**config.mk**
```make
export PLATFORM = sky130hd
export DESIGN_NAME = ram_arbiter
export DESIGN_NICKNAME = d
export VERILOG_FILES = /design/src/rtl/arb_pkg.sv /design/src/rtl/arb_pick.sv /design/src/rtl/ram_arbiter.sv
export SDC_FILE = /design/constraint.sdc
export NUM_CORES = 1
export LEC_CHECK = 0
export CAP_MARGIN = 20
export CORE_AREA = 2 2 104 106
export DETAILED_ROUTE_END_ITERATION = 8
export DIE_AREA = 0 0 106 108
export PLACE_DENSITY = 0.75
export SLEW_MARGIN = 20
export SYNTH_ARGS = -nofsm -noshare
export SYNTH_HDL_FRONTEND = slang
export SYNTH_SLANG_ARGS = --single-unit
export TNS_END_PERCENT = 100
```
**constraint.sdc**
```tcl
create_clock -name CLK -period 2 [get_ports CLK]
set_input_delay 0.4 -clock CLK [delete_from_list [all_inputs] [get_ports CLK]]
set_output_delay 0.4 -clock CLK [all_outputs]
set_load 0.05 [all_outputs]
```
**src/rtl/arb_pkg.sv**
```systemverilog
// rtl/arb_pkg.sv - shared grant-state type and default parameters for ram_arbiter
package arb_pkg;

    typedef enum logic [1:0] {
        IDLE = 2'd0,
        IGNT = 2'd1,
        DGNT = 2'd2
    } arb_state_t;

    localparam int DEF_ADDR_W      = 32;
    localparam int DEF_DATA_W      = 32;
    localparam int DEF_MAX_DSTREAK = 4;
    localparam int DEF_TIMEOUT     = 64;

endpackage

```
**src/rtl/arb_pick.sv**
```systemverilog
// rtl/arb_pick.sv - next-grant selection: data first unless instruction side hit its streak limit
module arb_pick
    import arb_pkg::*;
#(
    parameter int MAX_DSTREAK = DEF_MAX_DSTREAK,
    parameter int SW          = $clog2(MAX_DSTREAK + 1)
) (
    input  logic          ireq,
    input  logic          dreq,
    input  logic [SW-1:0] dstreak,
    output arb_state_t    pick
);

    always_comb begin
        pick = IDLE;
        if (dreq && !(ireq && dstreak == SW'(MAX_DSTREAK)))
            pick = DGNT;
        else if (ireq)
            pick = IGNT;
    end

endmodule

```
**src/rtl/ram_arbiter.sv**
```systemverilog
// rtl/ram_arbiter.sv - shares one single-ported RAM between instruction fetch and data access
module ram_arbiter
    import arb_pkg::*;
#(
    parameter int ADDR_W      = DEF_ADDR_W,
    parameter int DATA_W      = DEF_DATA_W,
    parameter int MAX_DSTREAK = DEF_MAX_DSTREAK,
    parameter int TIMEOUT     = DEF_TIMEOUT
) (
    input  logic              CLK,
    input  logic              nRST,
    input  logic              iREN,
    input  logic [ADDR_W-1:0] iaddr,
    output logic [DATA_W-1:0] iload,
    output logic              iwait,
    input  logic              dREN,
    input  logic              dWEN,
    input  logic [ADDR_W-1:0] daddr,
    input  logic [DATA_W-1:0] dstore,
    output logic [DATA_W-1:0] dload,
    output logic              dwait,
    output logic              ram_ren,
    output logic              ram_wen,
    output logic [ADDR_W-1:0] ram_addr,
    output logic [DATA_W-1:0] ram_wdata,
    input  logic [DATA_W-1:0] ram_rdata,
    input  logic              ram_ready,
    output logic              err
);

    localparam int SW = $clog2(MAX_DSTREAK + 1);
    localparam int TW = $clog2(TIMEOUT);

    arb_state_t    state, nxt, pick;
    logic [SW-1:0] dstreak;
    logic [TW-1:0] tcnt;
    logic          dreq, gnt_req, arb, abort;

    assign dreq = dREN | dWEN;

    arb_pick #(.MAX_DSTREAK(MAX_DSTREAK), .SW(SW)) u_pick (
        .ireq    (iREN),
        .dreq    (dreq),
        .dstreak (dstreak),
        .pick    (pick)
    );

    // Completion beats a same-cycle request drop; withdraw only applies without ram_ready.
    always_comb begin
        nxt     = state;
        arb     = 1'b0;
        abort   = 1'b0;
        gnt_req = (state == IGNT) ? iREN : dreq;
        case (state)
            IDLE: begin
                nxt = pick;
                arb = 1'b1;
            end
            IGNT, DGNT: begin
                if (ram_ready) begin
                    nxt = pick;
                    arb = 1'b1;
                end else if (!gnt_req) begin
                    nxt = IDLE;
                end else if (tcnt == TW'(TIMEOUT - 1)) begin
                    nxt   = IDLE;
                    abort = 1'b1;
                end
            end
            default: nxt = IDLE;
        endcase
    end

    always_ff @(posedge CLK or negedge nRST) begin
        if (!nRST) begin
            state   <= IDLE;
            dstreak <= '0;
            tcnt    <= '0;
            err     <= 1'b0;
        end else begin
            state <= nxt;
            err   <= abort;
            if (state != IDLE && !arb && nxt == state)
                tcnt <= tcnt + TW'(1);
            else
                tcnt <= '0;
            if (!iREN || (arb && nxt == IGNT))
                dstreak <= '0;
            else if (arb && nxt == DGNT && dstreak != SW'(MAX_DSTREAK))
                dstreak <= dstreak + SW'(1);
        end
    end

    always_comb begin
        ram_ren   = 1'b0;
        ram_wen   = 1'b0;
        ram_addr  = '0;
        ram_wdata = '0;
        iload     = '0;
        dload     = '0;
        case (state)
            IGNT: begin
                ram_ren  = 1'b1;
                ram_addr = iaddr;
                iload    = ram_rdata;
            end
            DGNT: begin
                ram_ren   = dREN;
                ram_wen   = dWEN;
                ram_addr  = daddr;
                ram_wdata = dstore;
                dload     = ram_rdata;
            end
            default: ;
        endcase
    end

    assign iwait = iREN & ~(state == IGNT & ram_ready);
    assign dwait = dreq & ~(state == DGNT & ram_ready);

endmodule

```
* Word level (Yosys, flattened, before mapping)
Cells that the tools add are included.
Storage, ports and cells: bits in registers 12, output and inout bits 133, logic and storage cells 58
Operators by class: add/sub/neg operators 2, equal/unequal tests 8, multiplexer cells 22, bitwise logic cells 7, reductions and logical operators 15
Operator list (number):
- $mux W32 | 3
- $pmux W32 S2 | 1
- $mux W1 | 8
- $mux W2 | 4
- $logic_and A1 B1 Y1 | 7
- $add A6 B1 Y6 const B | 1
- $eq A6 B6 Y1 const B | 1
- $mux W3 | 2
- $mux W6 | 1
- $and A1 B1 Y1 | 4
- $eq A2 B1 Y1 const B | 2
- $eq A2 B2 Y1 const B | 2
- $pmux W1 S2 | 2
- $pmux W2 S2 | 1
- $reduce_bool A2 Y1 | 2
- $add A3 B1 Y3 const B | 1
- $eq A3 B3 Y1 const B | 1
- $logic_not A1 Y1 | 3
- $ne A3 B3 Y1 const B | 1
- $eq A2 B2 Y1 | 1
- $logic_not A2 Y1 | 1
- $not A1 Y1 | 2
- $reduce_or A2 Y1 | 1
- $logic_or A1 B1 Y1 | 1
- $or A1 B1 Y1 | 1

* Depth between registers and ports, before layout
Gate-level depths: netlist of run 1.
depth after elaboration 12, gate-level depth with buffers 8, depth with buffers taken out 7

* By module
From an unflattened synthesis of run 1, not the netlist that was laid out.
Unflattened totals: cell total of the unflattened synthesis 267, area total of the unflattened synthesis 1938.1 um^2
Modules (own cells, without submodules):
- ram_arbiter | instances 1, cells an instance 263, area an instance 1905.6 um^2, sequential area each 300.3 um^2
- arb_pick | instances 1, cells an instance 4, area an instance 32.5 um^2, sequential area each 0.0 um^2

* Worst setup path before layout of run 1
Ideal clock, no wire load.
kind reg2out, start reg state[1], end out iwait, arrival time 2.163 ns, setup slack -0.563 ns, stages on the path, launching flop included 6, path buffers 2, cell sequence dfrtp_1 inv_1 ha_1 clkbuf_1 clkbuf_1 a21boi_0
On the way: cells in the longest elaborated chain, start to end 4
RTL lines:
- start, declared | RTL line ram_arbiter.sv:34 | arb_state_t state, nxt, pick;
- start signal, assigned | RTL line ram_arbiter.sv:81 | state <= nxt;
- $eq A2 B1 Y1 | RTL line ram_arbiter.sv:118 | assign iwait = iREN & ~(state == IGNT & ram_ready);
- $and A1 B1 Y1 | RTL line ram_arbiter.sv:118
- $not A1 Y1 | RTL line ram_arbiter.sv:118
- $and A1 B1 Y1 | RTL line ram_arbiter.sv:118
- end, declared | RTL line ram_arbiter.sv:15 | output logic iwait,
No other way between the ends.

* Final worst setup path of run 1
start reg state[0], end out ram_ren
On the way: cells in the longest elaborated chain, start to end 2
RTL lines:
- $eq A2 B2 Y1 or $eq A2 B1 Y1 (tied branches) | RTL line ram_arbiter.sv:101 | case (state)
- $pmux W1 S2 * | RTL line ram_arbiter.sv:101
- end, declared | RTL line ram_arbiter.sv:22 | output logic ram_ren,
Mark *: on every way between the ends. The rest lies on a longest branch, timed or not.

==> run metrics, run 1 <==
Seq cells post-synth=12; RSZ-0062 raised after global routing=true; CP endpoint kind=output pin; CP arrival=1.72 ns; TNS Setup=-3.32 ns; leakage power=0.00293 uW; post-synth top area cell=and2_1; register area share after synthesis=0.159; final setup skew=around 0.0055 ns; Peak VDD IR=between 700 and 800 uV; Max Buffers Root-to-Sink=2; Num CTS Buffers=3; count of final setup violators=between 80 and 90; largest net degree at the start of global routing=27; DR pass1 iterations=4; clock share of power=0.027; grt ovf=0; Die H=roughly 110 um; failing checks=negative setup slack; CP required=1.60 ns; Tot GR Track Use=0.229; IO Port Bufs=266; Final Max Tran Viols=0; vias in the first global route=roughly 3300; worst hold-check path type=reg -> reg; core footprint=10200 um^2; total power draw=9710 uW; Synth warnings=0; Comb pwr share=0.939; num ports=267; WL final=14200 um; fin util=0.696; Area growth syn-to-layout=277%; share of the synthesized area in the top cell type=0.327; # Max-Cap Violations=0; Die ar.=about 11000 um^2; top cells by area, synth=and2_1, dfrtp_1, a22oi_1; Worst Slack Setup Final=-0.115 ns; DR WL/cell=roughly 21 um; final critical-path required period=2.12 ns; initial antenna violation count=1; DRC violations left=0; Post-Syn Instances=263; initial core utilization=0.185; Crit Path Class=reg -> out; DR vias/cell=roughly 4.6; hpwl dp=10800 um; Rows=37; clock sinks=12; final hold vios=0; layout cells sized above 1=0.601; Die W=106 um; first-pass GRT wire length=about 20000 um; power per cell area=1360 nW/um^2; Post-Syn Area=about 1900 um^2; actual slew at the worst max-slew pin=approximately 0.53 ns; Critical Path Fanout Max=9; CTS Root Cell=clkbuf_8; syn_nets=404; Final ANT Viol Nets=0; Worst setup SP type=register; syn avg cell area=7.19 um^2; Clk Latency, worst-skew pair=approximately 0.24 ns; initial DRC count=151; max_slew headroom=0.646; Setup WS pre-CTS=-0.166 ns; CTS clock-pin slew for the worst setup and hold paths=0.05 ns; Unique masters post-synth=31; Tcrit/Tclk final=1.06; vias post-DR=3116; n_diodes=0; H-tree lvl count=1; Switching Share=0.481; RD Place Congestion=0.921; status=complete, but fails checks; P_sw=4670 uW; Seq pwr share=0.034; cell-internal power=5040 uW; Nets=684; fmax=473 MHz; CTS tree=yes
-- cells in the mapped netlist --
cell	n
and2_1	99
nor2b_1	33
a22oi_1	32
clkbuf_1	21
dfrtp_1	12
nor2_1	9
nand2_1	8
ha_1	7
inv_1	6
a21oi_1	5
and3_1	3
mux2i_1	3
nand3_1	3
nand2b_1	2
o2111ai_1	2
xnor2_1	2
xor2_1	2
a2111oi_1	1
a21boi_0	1
a21o_1	1
a32o_1	1
a41o_1	1
and4b_4	1
buf_2	1
nand4b_1	1
nor4_1	1
o211ai_1	1
o211ai_2	1
o21ai_0	1
o21ai_2	1
or3_1	1
-- stage by stage --
step	hold slack, ns	std cells	instance area [um^2]
after global routing	0.503	678	7120
after global placement	0.445	661	6420
after detailed placement	0.465	661	6420
after floorplan	0.104	263	2180
after CTS	0.470	672	6860
final	0.465	678	7120
-- layer usage --
| layer | GRT usage | share of wire |
|---|---|---|
| met1 | 0.283 | 0.39 |
| met2 | 0.403 | 0.50 |
| met3 | 0.0681 | 0.089 |
| met4 | 0.0376 | 0.018 |
| met5 | 0 | 0.00092 |
-- registers in the layout (all words and copies together) (netlist names) --
signal	count
state	2
tcnt	6
dstreak	3
err	1
-- power groups by stage --
| stage | Sequential [uW] | Clock (uW) | Combinational, uW |
|---|---|---|---|
| 2_1_floorplan | 310 | 0 | 4070 |
| 3_3_place_gp | 315 | 0 | 7940 |
| 3_5_place_dp | 322 | 0 | 8030 |
| 4_1_cts | 322 | 268 | 8680 |
| 5_1_grt | 330 | 283 | 9410 |
| 6_report | 327 | 264 | 9120 |
-- worst paths after layout --
path | start | to | slack (ns) | depth (start not counted)
max | state[0]$_DFF_PN0_ | ram_ren | -0.12 | 7
min | tcnt[0]$_DFF_PN0_ | tcnt[0]$_DFF_PN0_ | 0.47 | 1
max reg2reg | state[1]$_DFF_PN0_ | tcnt[3]$_DFF_PN0_ | 0.09 | 7
min reg2reg | tcnt[0]$_DFF_PN0_ | tcnt[0]$_DFF_PN0_ | 0.47 | 1
max in group asynchronous | nRST | state[0]$_DFF_PN0_ | 1.11 | 1
min in group asynchronous | nRST | dstreak[0]$_DFFE_PN0P_ | 0.51 | 1
-- layout by cell type, fill, tap and decap left out, types with 2 or more instances in the layout --
master           count
buf_12             139
clkdlybuf4s50_1    134
and2_4              48
and2_2              34
nor2b_4             28
a22oi_2             25
and2_1              17
buf_4               12
dfrtp_1             10
nor2_1               8
nand2_1              7
a22oi_1              7
nor2b_2              5
clkbuf_16            5
inv_1                4
ha_1                 4
clkbuf_8             4
and3_1               3
nand3_1              3
a21oi_1              3
mux2i_1              3
ha_4                 3
buf_6                3
inv_4                2
xor2_1               2
xnor2_1              2
buf_16               2
dfrtp_2              2
-- logic make-up after synthesis --
kind of cell	synth area share
AOI/OAI and AO/OA	0.191
xor gates and xnor gates	0.0185
adders and majority gates	0.0463
buffers and inverters	0.0562
DFF	0.159
muxes	0.0159
and+or+nand+nor	0.513
-- what timing repair did --
item / 4_1_cts / 5_1_grt
pin swaps: 0 / 3
setup buffers: 3 / 2
gates cloned: 4 / 5
setup endpoints to repair: 97 / 102
hold buffers: 0 / 0
resized for setup: 59 / 51
-- critical path, stage by stage, from the launching register on --
cell     delay [ns]
dfrtp_2        0.45
inv_4          0.09
ha_4           0.25
buf_12         0.16
a21oi_1        0.09
buf_4          0.15
nor2b_4        0.12
buf_12         0.14
-- cell type report --
class                           count  area, um^2
Fill cell                         676        3110
Timing Repair Buffer              297        4480
Multi-Input combinational cell    223        2090
Sequential cell                    12         303
Tap cell                          136         170
Inverter                            6        27.5
Clock buffer                        4        55.1
No activity file was read; power rests on OpenSTA's default activity.
==> inputs of run 2 (changes only) <==
GPL_ROUTABILITY_DRIVEN = 1   (was unset)
==> results of run 2 <==
The final DEF is identical to that of run 1; final timing and power are the same.
==> inputs of run 3 (changes only) <==
RECOVER_POWER = 50   (was unset)
==> run metrics, run 3 (synthesized netlist as in run 1, its figures left out) <==
status=complete, but fails checks (unchanged); failing checks=negative setup slack (unchanged); most common cell after layout, fill and taps aside=buf_12 (unchanged); Nets=684 (unchanged); commonest non-fill, non-tap cells in the layout=buf_12, clkdlybuf4s50_1, and2_4 (unchanged); finished layout cell area=7120 um^2 (unchanged); IO Port Bufs=266 (unchanged); grt ovf=0 (unchanged); hold buffers post-CTS=0 (unchanged); hold path cells=1 (unchanged); # Max-Cap Violations=0 (unchanged); critical path buffer and inverter count=4 (unchanged); clock sinks=12 (unchanged); RSZ-0062 raised after global routing=true (unchanged); Most flops, register=tcnt (unchanged); num ports=267 (unchanged); Post-DP Area=6420 um^2 (unchanged); r2r setup slk=0.09 ns (about the same); Die W=106 um (unchanged); total power draw=9710 uW (about the same); Largest delay share family, worst path=buffers and inverters (unchanged); initial core utilization=0.185 (unchanged); final critical-path required period=2.12 ns (about the same); Worst Slack Setup Final=-0.115 ns (about the same); Num CTS Buffers=3 (unchanged); Max Buffers Root-to-Sink=2 (unchanged); DR vias/cell=4.59 (was 4.60); power per cell area=1360 nW/um^2 (about the same); final hold vios=0 (unchanged); initial antenna violation count=1 (unchanged); final setup skew=0.00530 ns (was 0.00551 ns); registers with the most flip-flops=tcnt (6), dstreak (3), state (2) (unchanged); count of final setup violators=82 (unchanged); initial DRC count=151 (unchanged); hold_sp=tcnt[0]$_DFF_PN0_ (unchanged); vias in the first global route=3253 (unchanged); hpwl dp=10800 um (unchanged); R2R Path Start=state[1]$_DFF_PN0_ (unchanged); FF-to-FF End=tcnt[3]$_DFF_PN0_ (unchanged); CP peak stage delay=0.45 ns (about the same); Rows=37 (unchanged); worst-path cell chain=inv_4, ha_4, buf_12, a21oi_1, buf_4, nor2b_4, buf_12 (unchanged); Final Max Tran Viols=0 (unchanged); WL final=14200 um (about the same); fmax=473 MHz (about the same); Die H=108 um (unchanged); CP arrival=1.72 ns (about the same); DRC violations left=0 (unchanged); CP required=1.60 ns (about the same); CP dominant cell by count=buf_12 (unchanged); worst hold-check path type=reg -> reg (unchanged); max_slew headroom=0.643 (was 0.646); largest net degree at the start of global routing=27 (unchanged); Clk Latency, worst-skew pair=0.24 ns (about the same); Final ANT Viol Nets=0 (unchanged); worst-case reg-to-reg path depth=7 (unchanged); TNS Setup=-3.34 ns (was -3.32 ns); Worst setup SP type=register (unchanged); hold_ws=0.465 ns (about the same); max FFs per register=6 (unchanged); CTS tree=yes (unchanged); RD Place Congestion=0.921 (unchanged); DR pass1 iterations=4 (unchanged); Area growth syn-to-layout=277% (unchanged); Peak VDD IR=749 uV (unchanged); Critical Path Fanout Max=9 (unchanged); # fillers=676 (unchanged); Die ar.=11400 um^2 (unchanged); DR WL/cell=20.9 um (about the same); Tot GR Track Use=0.229 (unchanged); actual slew at the worst max-slew pin=0.534 ns (was 0.529 ns); CTS Root Cell=clkbuf_8 (unchanged); vias post-DR=3115 (was 3116); Tcrit/Tclk final=1.06 (about the same); CP endpoint kind=output pin (unchanged); n_diodes=0 (unchanged); H-tree lvl count=1 (unchanged); core footprint=10200 um^2 (unchanged); leakage power=0.00293 uW (about the same); Crit Path Class=reg -> out (unchanged); first-pass GRT wire length=20100 um (unchanged); slowest CP cell=dfrtp_2 (unchanged); CTS clock-pin slew for the worst setup and hold paths=0.05 ns (about the same); Hold Path End=tcnt[0]$_DFF_PN0_ (unchanged); layout cells sized above 1=0.601 (unchanged)
[run 3: cell count changes in the layout (fill, tap and decap cells not counted)]
cell and delta:
clkdlybuf4s50_1 -1, dlygate4sd3_1 +1
[run 3: worst max-delay path by stage]
stage / start / to / slack (ns) / cells past startpoint
after global routing: state[0]$_DFF_PN0_ / ram_addr[28] / -0.17 / 7
after CTS: state[0]$_DFF_PN0_ / ram_ren / -0.10 / 7
final: state[0]$_DFF_PN0_ / ram_ren / -0.12 / 7
after global placement: dWEN / dstreak[2]$_DFFE_PN0P_ / -0.13 / 6
after detailed placement: dWEN / dstreak[2]$_DFFE_PN0P_ / -0.17 / 6
after floorplan: state[0]$_DFF_PN0_ / dwait / -0.06 / 6
[run 3: worst reg2reg max path, cell delays in order (launching register included)]
cell,delay (ns)
dfrtp_2,0.42
inv_4,0.06
ha_4,0.22
or3_1,0.36
and4b_4,0.23
and3_1,0.21
o21ai_4,0.21
nor2_1,0.08
[run 3: area by class of cell]
cell class	instances	area (um^2)	area share
repair buffers	297	4480	0.628
multi-input cells	223	2090	0.294
flip-flops and latches	12	303	0.0425
well taps	136	170	0.0239
clock buffers	4	55.1	0.00773
inverters	6	27.5	0.00386
[run 3: through the flow]
step | instances | util | setup slack [ns]
final | 678 | 0.696 | -0.115
after global routing | 678 | 0.696 | -0.165
after CTS | 672 | 0.671 | -0.102
after detailed placement | 661 | 0.628 | -0.166
after global placement | 661 | 0.628 | -0.128
after floorplan | 263 | - | -0.0552
[run 3: metal layers]
layer | up-vias | wire length (um) | share of wire | track usage
met2 | 173 | 7060 | 0.50 | 0.403
met3 | 20 | 1270 | 0.090 | 0.0681
met4 | 2 | 255 | 0.018 | 0.0376
met1 | 1484 | 5580 | 0.39 | 0.283
met5 | - | 13 | 0.00092 | 0
li1 | 1436 | - | - | -
[run 3: repair_timing]
action	CTS	global route
cloned	4	5
pin swaps	0	3
endpoints found under the setup margin	97	102
setup buffers	3	2
resized for setup	59	51
[run 3: power breakdown]
part,internal [uW],leakage (uW),switching [uW],total (uW)
registers,281,0.000161,45.5,327
clock network,174,0.0000288,90.8,265
logic,4580,0.00274,4540,9120
